===== src/rtl/dct_mac_unit.sv =====
// Multiply-accumulate for one forward-DCT coefficient: N signed sample*coef terms -> rounded, saturated result.
// Latency: result strobe appears 2 enabled cycles after the last term is presented.
// No backpressure: ena=0 freezes all state (douten drops low); dstrb mid-block restarts and drops the partial block.
module dct_mac_unit #(
   parameter int DW    = 8,
   parameter int CW    = 12,
   parameter int N     = 8,
   parameter int SHIFT = 8,
   parameter int OW    = 12,
   parameter int ROUND = 1
) (
   input  logic                 clk,
   input  logic                 rst,
   input  logic                 ena,
   input  logic                 dstrb,
   input  logic signed [DW-1:0] din,
   input  logic signed [CW-1:0] coef,
   output logic signed [OW-1:0] dout,
   output logic                 douten
);

   localparam int AW = DW + CW + $clog2(N);
   localparam int PW = DW + CW;
   localparam int TW = $clog2(N);

   // Rounding bias and saturation limits, one bit wider than the accumulator
   // so adding the bias can never wrap.
   localparam logic signed [AW:0] C_RND = (ROUND != 0) ? (AW+1)'(2**(SHIFT-1)) : '0;
   localparam logic signed [AW:0] C_MAX = (AW+1)'(2**(OW-1) - 1);
   localparam logic signed [AW:0] C_MIN = -C_MAX - (AW+1)'(1);

   typedef enum logic {S_IDLE, S_RUN} state_t;

   state_t                r_state;
   logic [TW-1:0]         r_term;      // index of the term expected on the next enabled cycle
   logic signed [PW-1:0]  r_mult;
   logic                  r_vld;
   logic                  r_first;
   logic                  r_last;
   logic signed [AW-1:0]  r_acc;
   logic signed [OW-1:0]  r_dout;
   logic                  r_douten;

   logic                  w_take;
   logic [TW-1:0]         w_term;
   logic                  w_last;
   logic signed [PW-1:0]  w_prod;
   logic signed [AW-1:0]  w_mult_ext;
   logic signed [AW-1:0]  w_sum;
   logic signed [AW:0]    w_rnd;
   logic signed [AW:0]    w_shift;
   logic signed [OW-1:0]  w_sat;

   // A term is taken whenever a block is running or a new one starts; dstrb
   // always forces term index 0, which is how a restart discards the old block.
   assign w_take = dstrb | (r_state == S_RUN);
   assign w_term = dstrb ? '0 : r_term;
   assign w_last = w_take && (w_term == TW'(N-1));

   // Full-precision signed product: both operands widened before multiplying.
   assign w_prod = PW'(din) * PW'(coef);

   // Final sum uses the accumulator plus the product still in stage 1 of the
   // last term, so the result registers one enabled edge after that term.
   assign w_mult_ext = AW'(r_mult);
   assign w_sum      = r_acc + w_mult_ext;
   assign w_rnd      = (AW+1)'(w_sum) + C_RND;
   assign w_shift    = w_rnd >>> SHIFT;

   // Clamp the shifted sum into the signed output range.
   always_comb begin
      w_sat = w_shift[OW-1:0];
      if (w_shift > C_MAX)
         w_sat = C_MAX[OW-1:0];
      else if (w_shift < C_MIN)
         w_sat = C_MIN[OW-1:0];
   end

   // Block sequencer: tracks which term of the current block arrives next.
   always_ff @(posedge clk) begin
      if (rst) begin
         r_state <= S_IDLE;
         r_term  <= '0;
      end else if (ena) begin
         if (dstrb) begin
            r_state <= S_RUN;
            r_term  <= TW'(1);
         end else if (r_state == S_RUN) begin
            if (r_term == TW'(N-1)) begin
               r_state <= S_IDLE;
               r_term  <= '0;
            end else begin
               r_term  <= r_term + TW'(1);
            end
         end
      end
   end

   // Stage 1: registered product with its first/last/valid tag.
   always_ff @(posedge clk) begin
      if (rst) begin
         r_mult  <= '0;
         r_vld   <= 1'b0;
         r_first <= 1'b0;
         r_last  <= 1'b0;
      end else if (ena) begin
         r_mult  <= w_prod;
         r_vld   <= w_take;
         r_first <= dstrb;
         r_last  <= w_last;
      end
   end

   // Stage 2: accumulate and, on the last tag, register the scaled result.
   always_ff @(posedge clk) begin
      if (rst) begin
         r_acc    <= '0;
         r_dout   <= '0;
         r_douten <= 1'b0;
      end else if (ena) begin
         r_douten <= 1'b0;
         if (r_vld) begin
            r_acc <= r_first ? w_mult_ext : w_sum;
            if (r_last) begin
               r_dout   <= w_sat;
               r_douten <= 1'b1;
            end
         end
      end else begin
         r_douten <= 1'b0;
      end
   end

   assign dout   = r_dout;
   assign douten = r_douten;

endmodule


===== config.mk =====
export PLATFORM = sky130hd
export DESIGN_NAME = dct_mac_unit
export DESIGN_NICKNAME = d
export VERILOG_FILES = /design/src/rtl/dct_mac_unit.sv
export SDC_FILE = /design/constraint.sdc
export NUM_CORES = 1
export LEC_CHECK = 0
export BUFFER_PORTS_ARGS = -buffer_cell sky130_fd_sc_hd__buf_4
export CAP_MARGIN = 25
export CORE_MARGIN = 3
export CORE_UTILIZATION = 40
export CTS_CLUSTER_DIAMETER = 200
export DETAILED_ROUTE_END_ITERATION = 8
export PLACE_DENSITY = 0.53
export REMOVE_ABC_BUFFERS = 1
export SYNTH_ARGS = -nofsm -noshare
export SYNTH_HDL_FRONTEND = slang
export SYNTH_SLANG_ARGS = --single-unit

===== constraint.sdc =====
create_clock -name clk -period 6 [get_ports clk]
set_clock_uncertainty 0.1 [all_clocks]
set_input_delay 0.3 -clock clk [delete_from_list [all_inputs] [get_ports clk]]
set_output_delay 0.3 -clock clk [all_outputs]
set_load 0.01 [all_outputs]

-- Word level (Yosys, flattened, before mapping)
Cells that the tools add are included.
- register bits: 63
- bits of input ports: 24
- word-level logic and storage cells: 37
- add/subtract/negate cells: 3
- multiply operators: 1
- order comparisons: 2
- eq/ne operators: 2
- multiplexer cells: 11
- bitwise logic cells: 3
- reduce and logical (&&, ||, !) cells: 6
- operators with widths (kind ; count):
    23-bit by 9-bit adder with 24-bit output (second input constant) ; 1
    12-bit two-way mux ; 2
    23-bit by 20-bit adder with 23-bit output ; 1
    23-bit two-way mux ; 1
    8-bit by 12-bit multiplier with 20-bit output ; 1
    16-bit by 12-bit greater-than comparator with 1-bit output (second input constant) ; 1
    16-bit by 12-bit less-than comparator with 1-bit output (second input constant) ; 1
    3-bit two-way mux ; 4
    3-bit == test (second input constant) ; 2
    1-bit two-way mux ; 4
    2-bit AND reduction ; 2
    3-bit by 1-bit adder with 3-bit output (second input constant) ; 1
    3-bit AND reduction ; 1
    3-bit OR reduction ; 1
    1-bit inverter ; 2
    2-bit nonzero test ; 1
    1-bit logical AND ; 1
    1-bit bitwise OR ; 1

-- Longest topological paths before layout
Gate-level depths: netlist of run 1.
- depth in word-level cells: 5
- depth in mapped cells: 21

-- Worst setup path after synthesis of run 1
OpenSTA, ideal clock, no wires.
- kind: input to register
- start: input din[4]
- end: register r_mult[19]
- setup time: 0.091 ns
- arrival time: 4.774 ns
- slack: 1.036 ns
- stages: 18
- path buffers: 1
- cells stage by stage: clkbuf_1 > nand2_1 > fa_1 > inv_1 > fa_1 > fa_1 > inv_1 > fa_1 > inv_1 > ha_1 > nor3_1 > a211oi_1 > a41o_1 > o211a_1 > o31a_1 > o21a_1 > or3_1 > a311oi_1
- word-level cells in the longest chain between the ends: 1
- ends and longest elaborated chain (element ; line ; text):
    from (decl) ; 16 ; input logic signed [DW-1:0] din,
    8-bit by 12-bit multiplier with 20-bit output ; 61 ; assign w_prod = PW'(din) * PW'(coef);
    to (signal assigned) ; 107 ; r_mult <= w_prod;
    to (decl) ; 36 ; logic signed [PW-1:0] r_mult;
Every way passes these cells.
A chain may end at the register's enable or synchronous reset.

-- Final worst setup path of run 1
- start: input din[7]
- end: register r_mult[19]
Same word-level chain as after synthesis.

==> results of run 1 <==
routing by layer:
layer / wire [um] / part of all wire / vias up
met5: 0 / 0 / -
met4: 177 / 0.010 / 0
met3: 442 / 0.026 / 10
met2: 7650 / 0.45 / 76
met1: 8610 / 0.51 / 2832
li1: - / - / 3120
cells by family (layout without fill, tap and decap cells):
family | Yosys count | in the layout
and+or+nand+nor | 333 | 333
AOI/OAI and AO/OA | 181 | 181
DFF | 63 | 63
adders and majority gates | 142 | 142
buffers and inverters | 144 | 161
muxes | 22 | 22
xor gates and xnor gates | 36 | 36
stage by stage:
stage	total power [mW]	cells	instance area, um2	hold WS, ns	worst slack [ns]
global placement	2.25	1151	8070	0.348	0.733
finish	2.77	1167	8360	0.187	1.05
detailed placement	2.25	1151	8070	0.346	0.681
global route	3.08	1167	8360	0.207	0.595
floorplan	1.89	883	7490	0.269	1.11
CTS	2.80	1167	8360	0.177	1.03
area by class of cell:
cell class / count / area (um2)
multi-input cells: 714 / 5830
flip-flops and latches: 63 / 1260
inverters: 106 / 398
fillers: 1841 / 9970
clock inverters: 7 / 72.6
clock buffers: 9 / 225
repair buffers: 39 / 293
well taps: 229 / 287
cells in the mapped netlist (4+ instances only):
master and n:
a211oi_1 12, a211oi_2 5, a21o_1 14, a21oi_1 44, a31oi_1 5, and2_1 61
and3_1 7, clkbuf_1 31, dfxtp_1 63, fa_1 80, ha_1 62, inv_1 105
mux2i_1 21, nand2_1 84, nand2b_1 13, nand3_1 11, nand4_1 6, nor2_1 96
nor2b_1 4, nor3_1 20, o211a_1 4, o211ai_1 17, o21a_1 6, o21ai_0 32
o32ai_1 11, or2_2 4, or3_1 11, xnor2_1 22, xor2_1 14
where the power goes:
part / switching (mW) / total, mW / internal [mW]
Combinational: 0.959 / 1.72 / 0.758
Clock: 0.212 / 0.534 / 0.322
Sequential: 0.0481 / 0.518 / 0.470
worst max path at each step:
stage,to,depth (start not counted),slack (ns),from
detailed placement,r_mult[19],18,0.68,din[7]
global route,r_mult[19],18,0.60,din[7]
floorplan,r_mult[19],17,1.11,din[7]
finish,r_mult[19],18,1.05,din[7]
global placement,r_mult[19],18,0.73,din[7]
CTS,r_mult[19],18,1.03,din[7]
tightest hold or removal path, cell delays in order:
cell	delay, ns
buf_4	0.13
nand2_1	0.08
a21oi_1	0.06
registers in the layout, summed over array words and instances, names as in the netlist:
name     flops
r_last       1
r_acc       23
r_first      1
r_vld        1
r_state      1
dout        12
r_term       3
douten       1
r_mult      20
==> run metrics, run 1 <==
CP Max Fanout=8; number of synthesized flops with an enable pin=0; Worst path slowest cell=fa_1; worst reg2reg path endpoint=dout[5]; worst slew pin tran=0.774 ns; CTS resizes=0; initial DRC count=roughly 240; maxcap violations=0; WP buf/inv=4; post-synthesis mux area share=0.0290; Antenna Cells=0; post-CTS setup repair buffer count=0; status=finished clean; Initial Utilization=0.417; Final period util=0.826; crit-path leading delay family=adder cells; post-synthesis sequential element count=63; post-synthesis sequential area ratio=0.165; Synth Area in Compound Gates=0.168; met3 track demand over resource=0.0175; RePlAce Congestion=0.836; hold_sp=dstrb; Cell variety after synth=65; H-tree depth=3; Critical Path AT=5.11 ns; die area=20800 um2; crit end category=register; synth top area cells=fa_1, dfxtp_1, ha_1; HP Class=input port to register; Adder-Cell Fraction of Synth Area=0.311; DRC=0; largest family of logic cells by synthesized area=adder cells; area leader, netlist=fa_1; Max clock buf depth=2; largest net degree at the start of global routing=77; antenna-violating nets left=0; GRT Total Usage=0.174; clock latency on the worst-skew pair=0.34 ns; HPWL Detailed=roughly 13000 um; I/O pin cnt=37; mapped cell area=7640 um2; Sum Neg Setup Slack=0 ns; most used cell, CP=fa_1; worst reg2reg setup slack=1.55 ns; WL/cell=14.5 um; Critical Path RT=6.15 ns; Synth Instances=just over 900; first-pass GRT wire length=29800 um; crit-path cells=buf_4 > clkinv_1 > nor2_1 > fa_1 > fa_1 > fa_1 > inv_1 > fa_1 > inv_1 > ha_1 > nor3_1 > a211oi_1 > a41o_1 > o211a_1 > o31a_1 > o21a_1 > or3_1 > a311oi_1; Fin. Hold Viols=0; Vias=around 6000; die width=144 um; endpoints failing setup=0; syn_area_per_cell=slightly above 8 um2; layout cells sized above 1=0.0821; hold endpoint=r_state; GR Util met2=0.288; vias in the first global route=6031; Ys Warns=0; CTS tree=yes; Slew HR=0.484; PD cells=331 nW/um2; Max Freq=just over 200 MHz; row count=49; Reg2Reg Launch Point=r_mult[0]; kind of critical path=input port to register; number of antenna violations at the first check in global routing=0; min Tclk post-route=4.95 ns; Leak=3.79 nW; CTS root buf=clkbuf_16; fin. max-slew vios=0; hold path cells=3; Nets=1099; FFs w/ async S/R, synth=0; vias per cell=roughly 5.2; number of port buffers=36; clock buffer count from CTS=9; Core Area=around 18000 um2; most common cell after layout, fill and taps aside=inv_1; Worst-path clk slew=0.06 ns; ys flop type=dfxtp_1; R2R depth=15; GR Layer Usage met1=0.246; final WL=16900 um; Critical Path Start Type=input port; Synth Area in XOR/XNOR=0.0413; Simple-Gate Fraction of Synth Area=0.214; CTS Sinks=63; top cell type's share of synthesized area=0.210; max incr delay on CP=around 0.54 ns; RSZ-0062 raised after global routing=false; drt pass-1 iters=4; GRT overflow=0; area growth from synthesis to layout=9.52%; Finished Core Util=0.456; Die Ht=144 um; worst vdd ir=150 uV; grt peak-use layer=met2; most frequent cells in the layout=inv_1, nor2_1, nand2_1; CTS Hold Bufs=0
(Power assumes the default switching activity.)
==> run 2, diff against run 1 <==
--- a/config.mk
+++ b/config.mk
@@ -5,13 +5,14 @@
 export SDC_FILE = /design/constraint.sdc
 export NUM_CORES = 1
 export LEC_CHECK = 0
+export ABC_AREA = 1
 export BUFFER_PORTS_ARGS = -buffer_cell sky130_fd_sc_hd__buf_4
 export CAP_MARGIN = 25
 export CORE_MARGIN = 3
 export CORE_UTILIZATION = 40
 export CTS_CLUSTER_DIAMETER = 200
 export DETAILED_ROUTE_END_ITERATION = 8
-export PLACE_DENSITY = 0.53
+export PLACE_DENSITY = 0.55
 export REMOVE_ABC_BUFFERS = 1
 export SYNTH_ARGS = -nofsm -noshare
 export SYNTH_HDL_FRONTEND = slang
==> constraint.sdc (replaced) <==
create_clock -name clk -period 4.2 [get_ports clk]
set_clock_uncertainty 0.1 [all_clocks]
set_input_delay 0.21 -clock clk [delete_from_list [all_inputs] [get_ports clk]]
set_output_delay 0.21 -clock clk [all_outputs]
set_load 0.01 [all_outputs]
==> run 2 against run 1 <==
Net effect: count of clock-buffer cells in the layout grew 1; largest power group unchanged; critical endpoint is now r_mult[17]; first-iteration DRC count grew 35%; wire length grew 20%; cell count grew 38%; worst setup slack lost 0.87 ns; register-to-register slack lost 0.99 ns.
==> run metrics, run 2 <==
antenna-violating nets left=0; HPWL Detailed=16600 um; WL/cell=12.6 um; crit end category=register; Nets=1501; Biggest register=r_acc; footprint of the multi-input gates=about 6100 um2; Slew HR=0.363; maxcap violations=0; Worst-path clk slew=0.06 ns; drt pass-1 iters=4; Worst path slowest cell=fa_1; fin. max-slew vios=0; pre-CTS setup slack=-0.431 ns; I/O pin cnt=37; ys flop type=dfxtp_1; WP buf/inv=7; Antenna Cells=0; final WL=20300 um; Cell variety after synth=38; most frequent cells after synthesis=nand2_1, inv_1, a21oi_1, fa_1, nor2_1; max incr delay on CP=0.53 ns; Max Freq=248 MHz; Synth Instances=1248; clock buffer count from CTS=9; crit-path leading delay family=adder cells; FF+latch area=~1300 um2; mapped cell area=8340 um2; RePlAce Congestion=0.895; worst vdd ir=roughly 270 uV; Critical Path RT=approximately 4.4 ns; number of antenna violations at the first check in global routing=0; GRT Total Usage=0.190; die area=22600 um2; CTS Sinks=63; GRT overflow=0; HP Class=input port to register; status=finished clean; Core Area=between 20000 and 25000 um2; post-synthesis sequential element count=63; syn_area_per_cell=6.68 um2; area leader, netlist=fa_1; DP Area=9380 um2; post-route cell area=9970 um2; number of synthesized flops with an enable pin=0; CTS root buf=clkbuf_16; Fill cells=between 2000 and 2500; top cell type's share of synthesized area=0.192; H-tree depth=3; Leak=5.54 nW; Largest register FFs=23; post-synthesis sequential area ratio=0.151; FFs w/ async S/R, synth=0; PD cells=529 nW/um2; Critical Path AT=4.20 ns; vias per cell=4.69; CTS tree=yes; non-filler cells, final=1610; synth top area cells=fa_1, dfxtp_1, nand2_1; layout cells sized above 1=0.195; Final period util=0.959; Die Ht=roughly 150 um; vias in the first global route=roughly 7500; endpoints failing setup=0; Ys Warns=0; number of port buffers=36; row count=52; first-pass GRT wire length=35100 um; die width=150 um; Max clock buf depth=2; kind of critical path=input port to register; Vias=7543; CP Max Fanout=5; area growth from synthesis to layout=19.6%; largest net degree at the start of global routing=35; most common cell after layout, fill and taps aside=nand2_1; most numerous cell in the Yosys netlist=nand2_1; hold slack=0.0822 ns; DRC=0; clock latency on the worst-skew pair=0.34 ns; Final WS setup=around 0.17 ns; most used cell, CP=fa_1; Initial Utilization=0.409; min Tclk post-route=4.03 ns; crit-path cells=buf_6 > inv_4 > buf_6 > buf_4 > or2_2 > fa_1 > inv_1 > fa_1 > fa_1 > fa_1 > ha_1 > nand2_1 > nor2_1 > a211oi_1 > nand2_1 > buf_4 > o21ai_1 > o211ai_1 > inv_1; most frequent cells in the layout=nand2_1, inv_1, buf_4; worst slew pin tran=0.954 ns; Fin. Hold Viols=0; initial DRC count=327; RSZ-0062 raised after global routing=true; Overall Power=5.27 mW; cell count after placement=about 1600; Critical Path Start Type=input port
[run 2: cell count changes after synthesis, moves of 12 or more]
cell | before | now
o21ai_0 | 32 | 58
nand3_1 | 11 | 46
a21oi_2 | 1 | 13
and2_1 | 61 | 3
nand2b_1 | 13 | 0
nand2_1 | 84 | 329
nand2_2 | 0 | 26
a21oi_1 | 44 | 80
nor3_1 | 20 | 2
inv_1 | 105 | 272
nor2_1 | 96 | 67
mux2i_1 | 21 | 0
xnor2_1 | 22 | 8
[run 2: cell type report]
type                       instances  area share
clock buffer                      10      0.0240
tap                              270      0.0339
timing repair buffer             118      0.0944
multi-input combinational        859       0.610
inverter                         284       0.107
clock inverter                     6     0.00439
sequential                        63       0.126
[run 2: cells by family (layout without fill, tap and decap cells)]
group | Yosys count | in the layout | synth area share
AOI/OAI and AO/OA | 172 | 172 | 0.116
adders and majority gates | 142 | 142 | 0.285
DFF | 63 | 63 | 0.151
and+or+nand+nor | 515 | 515 | 0.267
buffers and inverters | 326 | 418 | 0.149
xor gates and xnor gates | 30 | 30 | 0.0315
[run 2: report_power, final]
group	switching [mW]	internal, mW	total [mW]
Clock	0.298	0.417	0.715
Sequential	0.0713	0.677	0.748
Combinational	2.05	1.76	3.81
[run 2: worst paths after layout]
| kind | startpoint | end | slack [ns] | cells after the start |
|---|---|---|---|---|
| worst max-delay path | din[7] | r_mult[17] | 0.17 | 19 |
| worst min register to register | r_state | r_state | 0.36 | 2 |
| worst max register to register | r_mult[0] | dout[1] | 0.56 | 23 |
| worst min-delay path | dstrb | r_term[2] | 0.08 | 4 |
[run 2: stage by stage]
step                utilization  setup TNS (ns)
floorplan                     -          -0.580
finish                    0.490               0
global placement          0.460           -2.45
CTS                       0.476               0
detailed placement        0.460           -2.86
global route              0.490         -0.0350
[run 2: per-layer routing]
metal  vias up  track usage  share of wire
met5         -            0              0
met1      3483        0.253           0.48
met2        81        0.330           0.48
met4         0       0.0467          0.017
met3        19       0.0193          0.021
li1       3960            -              -
[run 2: timing repair]
item / CTS / global route
hold buffers: 0 / 0
hold endpoints to repair: 0 / 0
resized for setup: 6 / 65
buffers inserted: 0 / 4
pin swaps: 2 / 31
setup endpoints to repair: 4 / 8
[run 2: worst min-delay path: stages]
cell and delay, ns:
buf_4 0.09, nor2_1 0.06, nand2_1 0.05, a21oi_1 0.05
